`config.mk`:
```
export PLATFORM = sky130hd
export DESIGN_NAME = mul_ppgen_booth4
export DESIGN_NICKNAME = d
export VERILOG_FILES = /design/src/rtl/mul_ppgen_booth4.sv
export SDC_FILE = /design/constraint.sdc
export NUM_CORES = 2
export LEC_CHECK = 0
export CORE_AREA = 2 2 428 430
export DETAILED_ROUTE_END_ITERATION = 12
export DIE_AREA = 0 0 430 432
export MAX_ROUTING_LAYER = met4
export PLACE_DENSITY = 0.54
export SLEW_MARGIN = 40
export SYNTH_ARGS = -nofsm -noshare
export SYNTH_HDL_FRONTEND = slang
export SYNTH_SLANG_ARGS = --single-unit
```
`constraint.sdc`:
```
create_clock -name clk -period 22.4 [get_ports clk]
set_input_delay 2.24 -clock clk [delete_from_list [all_inputs] [get_ports clk]]
set_output_delay 2.24 -clock clk [all_outputs]
set_load 0.01 [all_outputs]
```
`src/rtl/mul_ppgen_booth4.sv`:
```
// Radix-4 Booth partial-product generator: 16 full-width 64-bit rows whose sum mod 2^64 is the product.
// Define PPGEN_REG_STAGE1_EN to register operand preparation (S1); otherwise S1 is combinational.
module mul_ppgen_booth4 #(
  parameter int TAG_W = 5
) (
  input  logic               clk,
  input  logic               rst,
  input  logic               flush,
  input  logic               in_valid,
  output logic               in_ready,
  input  logic [31:0]        in_a,
  input  logic [31:0]        in_b,
  input  logic [1:0]         in_op,
  input  logic [TAG_W-1:0]   in_tag,
  output logic               out_valid,
  input  logic               out_ready,
  output logic [1023:0]      pp_flat,
  output logic [1:0]         out_op,
  output logic [TAG_W-1:0]   out_tag
);

  // Unsigned top digit (b unsigned, row 15) spans 0..4 and needs 3A; all other rows are standard Booth.
  function automatic logic [63:0] booth_sel(input logic [2:0] trip, input logic uns_top,
                                            input logic signed [63:0] a64,
                                            input logic signed [63:0] nega,
                                            input logic signed [63:0] threea);
    logic [63:0] r;
    r = '0;
    if (uns_top) begin
      case (trip)
        3'b001, 3'b010: r = a64;
        3'b011, 3'b100: r = a64 <<< 1;
        3'b101, 3'b110: r = threea;
        3'b111:         r = a64 <<< 2;
        default:        r = '0;
      endcase
    end else begin
      case (trip)
        3'b001, 3'b010: r = a64;
        3'b011:         r = a64 <<< 1;
        3'b100:         r = nega <<< 1;
        3'b101, 3'b110: r = nega;
        default:        r = '0;
      endcase
    end
    return r;
  endfunction

  logic                    a_sgn_c;
  logic signed [63:0]      a64_c, nega_c, threea_c;

  logic signed [63:0]      src_a64, src_nega, src_threea;
  logic [31:0]             src_b;
  logic [1:0]              src_op;
  logic [TAG_W-1:0]        src_tag;
  logic                    src_vld;

  logic                    adv_p2;
  logic                    vld_p2_q, vld_p2_d;
  logic [1023:0]           pp_p2_q, pp_p2_d;
  logic [1:0]              op_p2_q, op_p2_d;
  logic [TAG_W-1:0]        tag_p2_q, tag_p2_d;
  logic [32:0]             b_ext;
  logic [1023:0]           rows_c;

  // ---- S1: operand preparation ----
  always_comb begin
    a_sgn_c  = (in_op != 2'b11);
    a64_c    = a_sgn_c ? {{32{in_a[31]}}, in_a} : {32'b0, in_a};
    nega_c   = -a64_c;
    threea_c = a64_c + (a64_c <<< 1);
  end

  assign adv_p2 = !vld_p2_q || out_ready;

`ifdef PPGEN_REG_STAGE1_EN
  logic                    vld_p1_q, vld_p1_d;
  logic signed [63:0]      a64_p1_q, a64_p1_d, nega_p1_q, nega_p1_d, threea_p1_q, threea_p1_d;
  logic [31:0]             b_p1_q, b_p1_d;
  logic [1:0]              op_p1_q, op_p1_d;
  logic [TAG_W-1:0]        tag_p1_q, tag_p1_d;

  assign in_ready = !vld_p1_q || adv_p2;

  always_comb begin
    vld_p1_d    = flush ? 1'b0 : (in_ready ? in_valid : vld_p1_q);
    a64_p1_d    = a64_p1_q;
    nega_p1_d   = nega_p1_q;
    threea_p1_d = threea_p1_q;
    b_p1_d      = b_p1_q;
    op_p1_d     = op_p1_q;
    tag_p1_d    = tag_p1_q;
    if (in_ready && in_valid) begin
      a64_p1_d    = a64_c;
      nega_p1_d   = nega_c;
      threea_p1_d = threea_c;
      b_p1_d      = in_b;
      op_p1_d     = in_op;
      tag_p1_d    = in_tag;
    end
  end

  always_ff @(posedge clk) begin
    a64_p1_q    <= a64_p1_d;
    nega_p1_q   <= nega_p1_d;
    threea_p1_q <= threea_p1_d;
    b_p1_q      <= b_p1_d;
    op_p1_q     <= op_p1_d;
    tag_p1_q    <= tag_p1_d;
  end

  always_ff @(posedge clk or posedge rst) begin
    if (rst) vld_p1_q <= 1'b0;
    else     vld_p1_q <= vld_p1_d;
  end

  assign src_vld    = vld_p1_q;
  assign src_a64    = a64_p1_q;
  assign src_nega   = nega_p1_q;
  assign src_threea = threea_p1_q;
  assign src_b      = b_p1_q;
  assign src_op     = op_p1_q;
  assign src_tag    = tag_p1_q;
`else
  assign in_ready   = adv_p2;
  assign src_vld    = in_valid;
  assign src_a64    = a64_c;
  assign src_nega   = nega_c;
  assign src_threea = threea_c;
  assign src_b      = in_b;
  assign src_op     = in_op;
  assign src_tag    = in_tag;
`endif

  // ---- S2: Booth encoding and row registers ----
  assign b_ext = {src_b, 1'b0};

  always_comb begin
    rows_c = '0;
    for (int i = 0; i < 16; i++) begin
      rows_c[64*i +: 64] = booth_sel(b_ext[2*i+2 -: 3], (i == 15) && src_op[1],
                                     src_a64, src_nega, src_threea) << (2*i);
    end
  end

  always_comb begin
    vld_p2_d = flush ? 1'b0 : (adv_p2 ? src_vld : vld_p2_q);
    pp_p2_d  = pp_p2_q;
    op_p2_d  = op_p2_q;
    tag_p2_d = tag_p2_q;
    if (adv_p2 && src_vld) begin
      pp_p2_d  = rows_c;
      op_p2_d  = src_op;
      tag_p2_d = src_tag;
    end
  end

  always_ff @(posedge clk or posedge rst) begin
    if (rst) begin
      vld_p2_q <= 1'b0;
      pp_p2_q  <= '0;
      op_p2_q  <= '0;
      tag_p2_q <= '0;
    end else begin
      vld_p2_q <= vld_p2_d;
      pp_p2_q  <= pp_p2_d;
      op_p2_q  <= op_p2_d;
      tag_p2_q <= tag_p2_d;
    end
  end

  assign out_valid = vld_p2_q;
  assign pp_flat   = pp_p2_q;
  assign out_op    = op_p2_q;
  assign out_tag   = tag_p2_q;

endmodule

```
[Yosys cells after proc, flatten, opt, wreduce, memory -nomap -nowiden]
Cells that the tools add are included.
Word-level totals
  output and inout port bits: 1033
  latch bits: 0
  flip-flop bits (word level): 792
  memory bits (writable): 0
  ROM bits: 0
  logic and storage cells: 157
  memories kept: 0
Operators by class
  divide/modulo/power cells: 0
  bitwise operators: 0
  magnitude comparators: 0
  shift-type cells: 0
  equal/unequal tests: 95
  muxes and demuxes: 21
  $mul: 0
  $add $sub $neg: 2
  reductions and logical operators: 35
Operators with widths (number)
  one-hot mux 34 bit (4 select lines): 2
  one-hot mux 62 bit (4 select lines): 1
  one-hot mux 60 bit (4 select lines): 1
  one-hot mux 58 bit (4 select lines): 1
  one-hot mux 56 bit (4 select lines): 1
  one-hot mux 54 bit (4 select lines): 1
  one-hot mux 52 bit (4 select lines): 1
  one-hot mux 50 bit (4 select lines): 1
  one-hot mux 48 bit (4 select lines): 1
  one-hot mux 64 bit (3 select lines): 1
  one-hot mux 46 bit (4 select lines): 1
  one-hot mux 44 bit (4 select lines): 1
  one-hot mux 42 bit (4 select lines): 1
  one-hot mux 40 bit (4 select lines): 1
  one-hot mux 38 bit (4 select lines): 1
  one-hot mux 36 bit (4 select lines): 1
  equality test 3 bit (second input constant): 46
  equality test 3 x 2 -> 1 bit (second input constant): 30
  2-to-1 mux 64 bit: 1
  negation 64 bit: 1
  OR reduction 2 bit: 31
  equality test 3 x 1 -> 1 bit (second input constant): 15
  adder 34 bit: 1
  2-to-1 mux 34 bit: 1
  8 further kinds: 10

[Depth between registers and ports, before layout]
  word-level depth: 5
  gate-level depth with buffers: 15
  depth with buffers taken out: 10

[Least setup slack after synthesis]
OpenSTA, ideal clock, no wires.
  path type: input to register
  start: input port in_a[16]
  end: register pp_p2_q[1014] (netlist: pp_flat[1014])
  arrival time: 5064 ps
  setup time: 126 ps
  setup slack: 17210 ps
  stages: 13
  path through: clkbuf_1 -> inv_2 -> buf_1 -> ha_1 -> clkbuf_1 -> a21o_1 -> a21o_1 -> a21oi_2 -> o21bai_1 -> a21o_1 -> a211oi_1 -> nor4_1 -> o32a_1
On the way
  cells in the longest elaborated chain, start to end: 4
RTL lines
  start, declared: line 11  | input logic [31:0] in_a,
  2-to-1 mux 64 bit (*): line 69  | a64_c = a_sgn_c ? {{32{in_a[31]}}, in_a} : {32'b0, in_a};
  negation 64 bit or adder 34 bit (tied branches): line 70, 71
  one-hot mux 34 bit (4 select lines) (on tied branches): line 38, 30
  2-to-1 mux 34 bit (*): line 29  | if (uns_top) begin
  end signal, assigned: line 166  | pp_p2_q <= pp_p2_d;
  end, declared: line 60  | logic [1023:0] pp_p2_q, pp_p2_d;
Every way passes the cells marked *; elsewhere a longest branch is shown, timed or not.
A chain may end at the register's enable or synchronous reset.

[Worst setup path in the final report]
  start: input port in_a[4]
  end: register pp_p2_q[224] (netlist: pp_flat[224])
On the way
  cells in the longest elaborated chain, start to end: 3
RTL lines
  2-to-1 mux 64 bit: line 69
  negation 64 bit: line 70  | nega_c = -a64_c;
  one-hot mux 58 bit (4 select lines): line 38  | case (trip)
No other way between the ends.

==> impl_metrics.json <==
{
  "finalHoldViolations": 0,
  "cp_max_fo": 26,
  "rsz0062_at_grt": "no",
  "die_h_um": 432,
  "worstHoldPathType": "register to register",
  "power_leakage_nw": 29.4,
  "vias": 61200,
  "io_pins": 1109,
  "slew_violations": 0,
  "final_layout_size_suffix_gt1_share_pct": 9.20,
  "finalCritPeriodShare_pct": 30.2,
  "io_buffers": 868,
  "syn_inst": 6540,
  "critPathKind": "primary input to register",
  "power.density_mw_per_mm2": 78.7,
  "async_flop_share_pct": 100,
  "grt_pass1_wl_mm": 492,
  "routed_wl_mm": 368,
  "max_freq_ghz": 0.148,
  "antenna_found_initial": 39,
  "layout.nets": 7238,
  "period_needed_ns": 6.76,
  "cts_root_buf": "clkbuf_16",
  "globalplace.congestion": 1.07,
  "cts_tree": "done",
  "areaGrowthSynthToFinish_pct": 27.2,
  "placed_cell_area_mm2": 0.0647,
  "grt_max_degree": 112,
  "seqCellArea_mm2": 0.0198,
  "multi_input_area_mm2": 0.0307,
  "dp.cells": 9374,
  "first_global_vias": 56400,
  "synth_cell_type_count": 90,
  "fp.dieArea_mm2": 0.186,
  "stdcell_count": 9600,
  "relSlewSlack_pct": 33.1,
  "firstDrtPassIters": 9,
  "critPathArrivalTime_ns": 7.41,
  "core_area_mm2": 0.182,
  "synth-seq-cells": 792,
  "antenna_left": 0,
  "clock-sinks": 792,
  "skew_ns": 0.0474,
  "overflow": 0,
  "cts_buffers": 100,
  "cp.required_ns": 23.05,
  "cts_htree_levels": 3,
  "synth-edff-count": 0,
  "finalSetupTns_ns": 0,
  "maxCapViolations": 0,
  "max-vdd-ir-drop_uv": 66.9,
  "synth_ff_type": "dfrtp_1",
  "cts_setup_buffers": 0,
  "die_w_um": 430,
  "insertion_delay_ns": 0.82,
  "cts_resized": 0,
  "worst_pin_slew_ns": 0.999,
  "cts_buffer_depth": 3,
  "synth.avg_cell_area_um2": 8.23,
  "setup_viol": 0,
  "end_kind": "register",
  "netlist_area_mm2": 0.0538,
  "startpoint_type": "primary input",
  "hold_buffers": 0,
  "yosys_warnings": 0,
  "start_util_pct": 29.6,
  "nFillCells": 18700,
  "first_iter_violations": 10100,
  "viasPerCell": 6.38,
  "status": "completed",
  "rows": 157,
  "fin_util_pct": 37.7,
  "fin_area_mm2": 0.0685,
  "drc": 0,
  "wl_per_cell_um": 38.3,
  "dp_hpwl_mm": 261,
  "clk_pin_slew_ns": 0.06,
  "track_usage_pct": 39.0,
  "yosysSeqAreaShare_pct": 36.8
}
cell families after synthesis:
| group | count (synthesis) | synth area share, % |
|---|---|---|
| and+or+nand+nor | 1576 | 11.9 |
| AOI/OAI and AO/OA | 2642 | 33.7 |
| adders and majority gates | 71 | 1.63 |
| other | 1 | 0.00696 |
| DFF | 792 | 36.8 |
| muxes | 29 | 0.539 |
| buffers and inverters | 1040 | 9.08 |
| xor gates and xnor gates | 389 | 6.35 |
sequential cells by signal (all words and copies together) (netlist names):
name,flops
out_valid,1
out_tag,5
out_op,2
pp_flat,784
per-stage QoR:
stage / total power, mW / hold slack [ns] / worst slack, ns
floorplan: 2.55 / 0.507 / 9.29
global placement: 3.50 / 0.455 / 14.84
detailed placement: 3.51 / 0.456 / 14.78
CTS: 5.36 / 0.469 / 15.63
global route: 5.53 / 0.490 / 15.78
finish: 5.39 / 0.465 / 15.64
where the power goes:
part / switching, mW / internal, mW / total [mW]
clock: 0.773 / 1.07 / 1.84
combinational: 1.08 / 0.671 / 1.75
sequential: 0.177 / 1.62 / 1.80
cells in the mapped netlist (63+ instances only):
cell type	number	area (um2)
clkbuf_1	598	2240
nand2_1	832	3120
a21oi_1	464	2320
a32o_1	70	701
o211ai_1	91	683
a22o_1	263	2300
ha_1	63	788
a221oi_1	173	1520
o221ai_1	194	1700
nor2_1	530	1990
a21o_1	229	1720
a22oi_1	87	653
o21ai_0	641	3210
o22ai_1	85	532
buf_1	77	289
xnor2_1	365	3200
buf_4	242	1820
dfrtp_1	792	19800
cell type report:
| cell class | instances | share of cell area [%] |
|---|---|---|
| diodes | 31 | 0.113 |
| clock buffers | 129 | 4.11 |
| clock inverters | 59 | 1.19 |
| inverters | 76 | 0.424 |
| multi-input cells | 4947 | 44.8 |
| flip-flops and latches | 792 | 28.9 |
| well taps | 2385 | 4.36 |
| repair buffers | 1181 | 16.1 |
path summary, 6_finish.rpt:
check	to	start	cells past startpoint	slack, ns
max	pp_flat[224]	in_a[4]	12	15.64
min	pp_flat[0]	pp_flat[0]	2	0.47
max reg2reg	pp_flat[997]	out_valid	9	18.02
min reg2reg	pp_flat[0]	pp_flat[0]	2	0.47
max in group asynchronous	pp_flat[119]	rst	8	17.41
min in group asynchronous	pp_flat[546]	rst	2	1.77
per-layer routing:
layer | global-route usage (%) | routed length (um) | vias up | part of all wire, %
li1 | - | - | 24600 | -
met1 | 46.1 | 135000 | 30200 | 37
met2 | 54.4 | 151000 | 5141 | 41
met3 | 13.4 | 47100 | 1335 | 13
met4 | 29.4 | 34600 | 0 | 9.4
met5 | - | 0 | - | 0
worst max-delay path, cell delays in order:
cell	delay (ns)
clkdlybuf4s50_1	0.41
buf_4	0.27
inv_2	0.51
ha_1	0.45
and4b_1	0.80
nand3_4	0.61
nor3_2	0.95
nor2_1	0.08
buf_4	0.32
a221o_1	0.40
a22oi_1	0.17
o21ai_0	0.11
cells in the final DEF (no fill, tap or decap), types with 87 or more instances in the layout:
cell             count
a21o_1             229
a21oi_1            455
conb_1             240
clkbuf_16          101
nor2_1             509
a221oi_1           172
o211ai_1            91
dfrtp_1            792
a22o_1             263
o221ai_1           193
xnor2_1            337
o21ai_0            629
a22oi_1             87
clkdlybuf4s50_1    828
buf_4              283
nand2_1            823
Note: power is estimated with default switching activity, not from simulation.
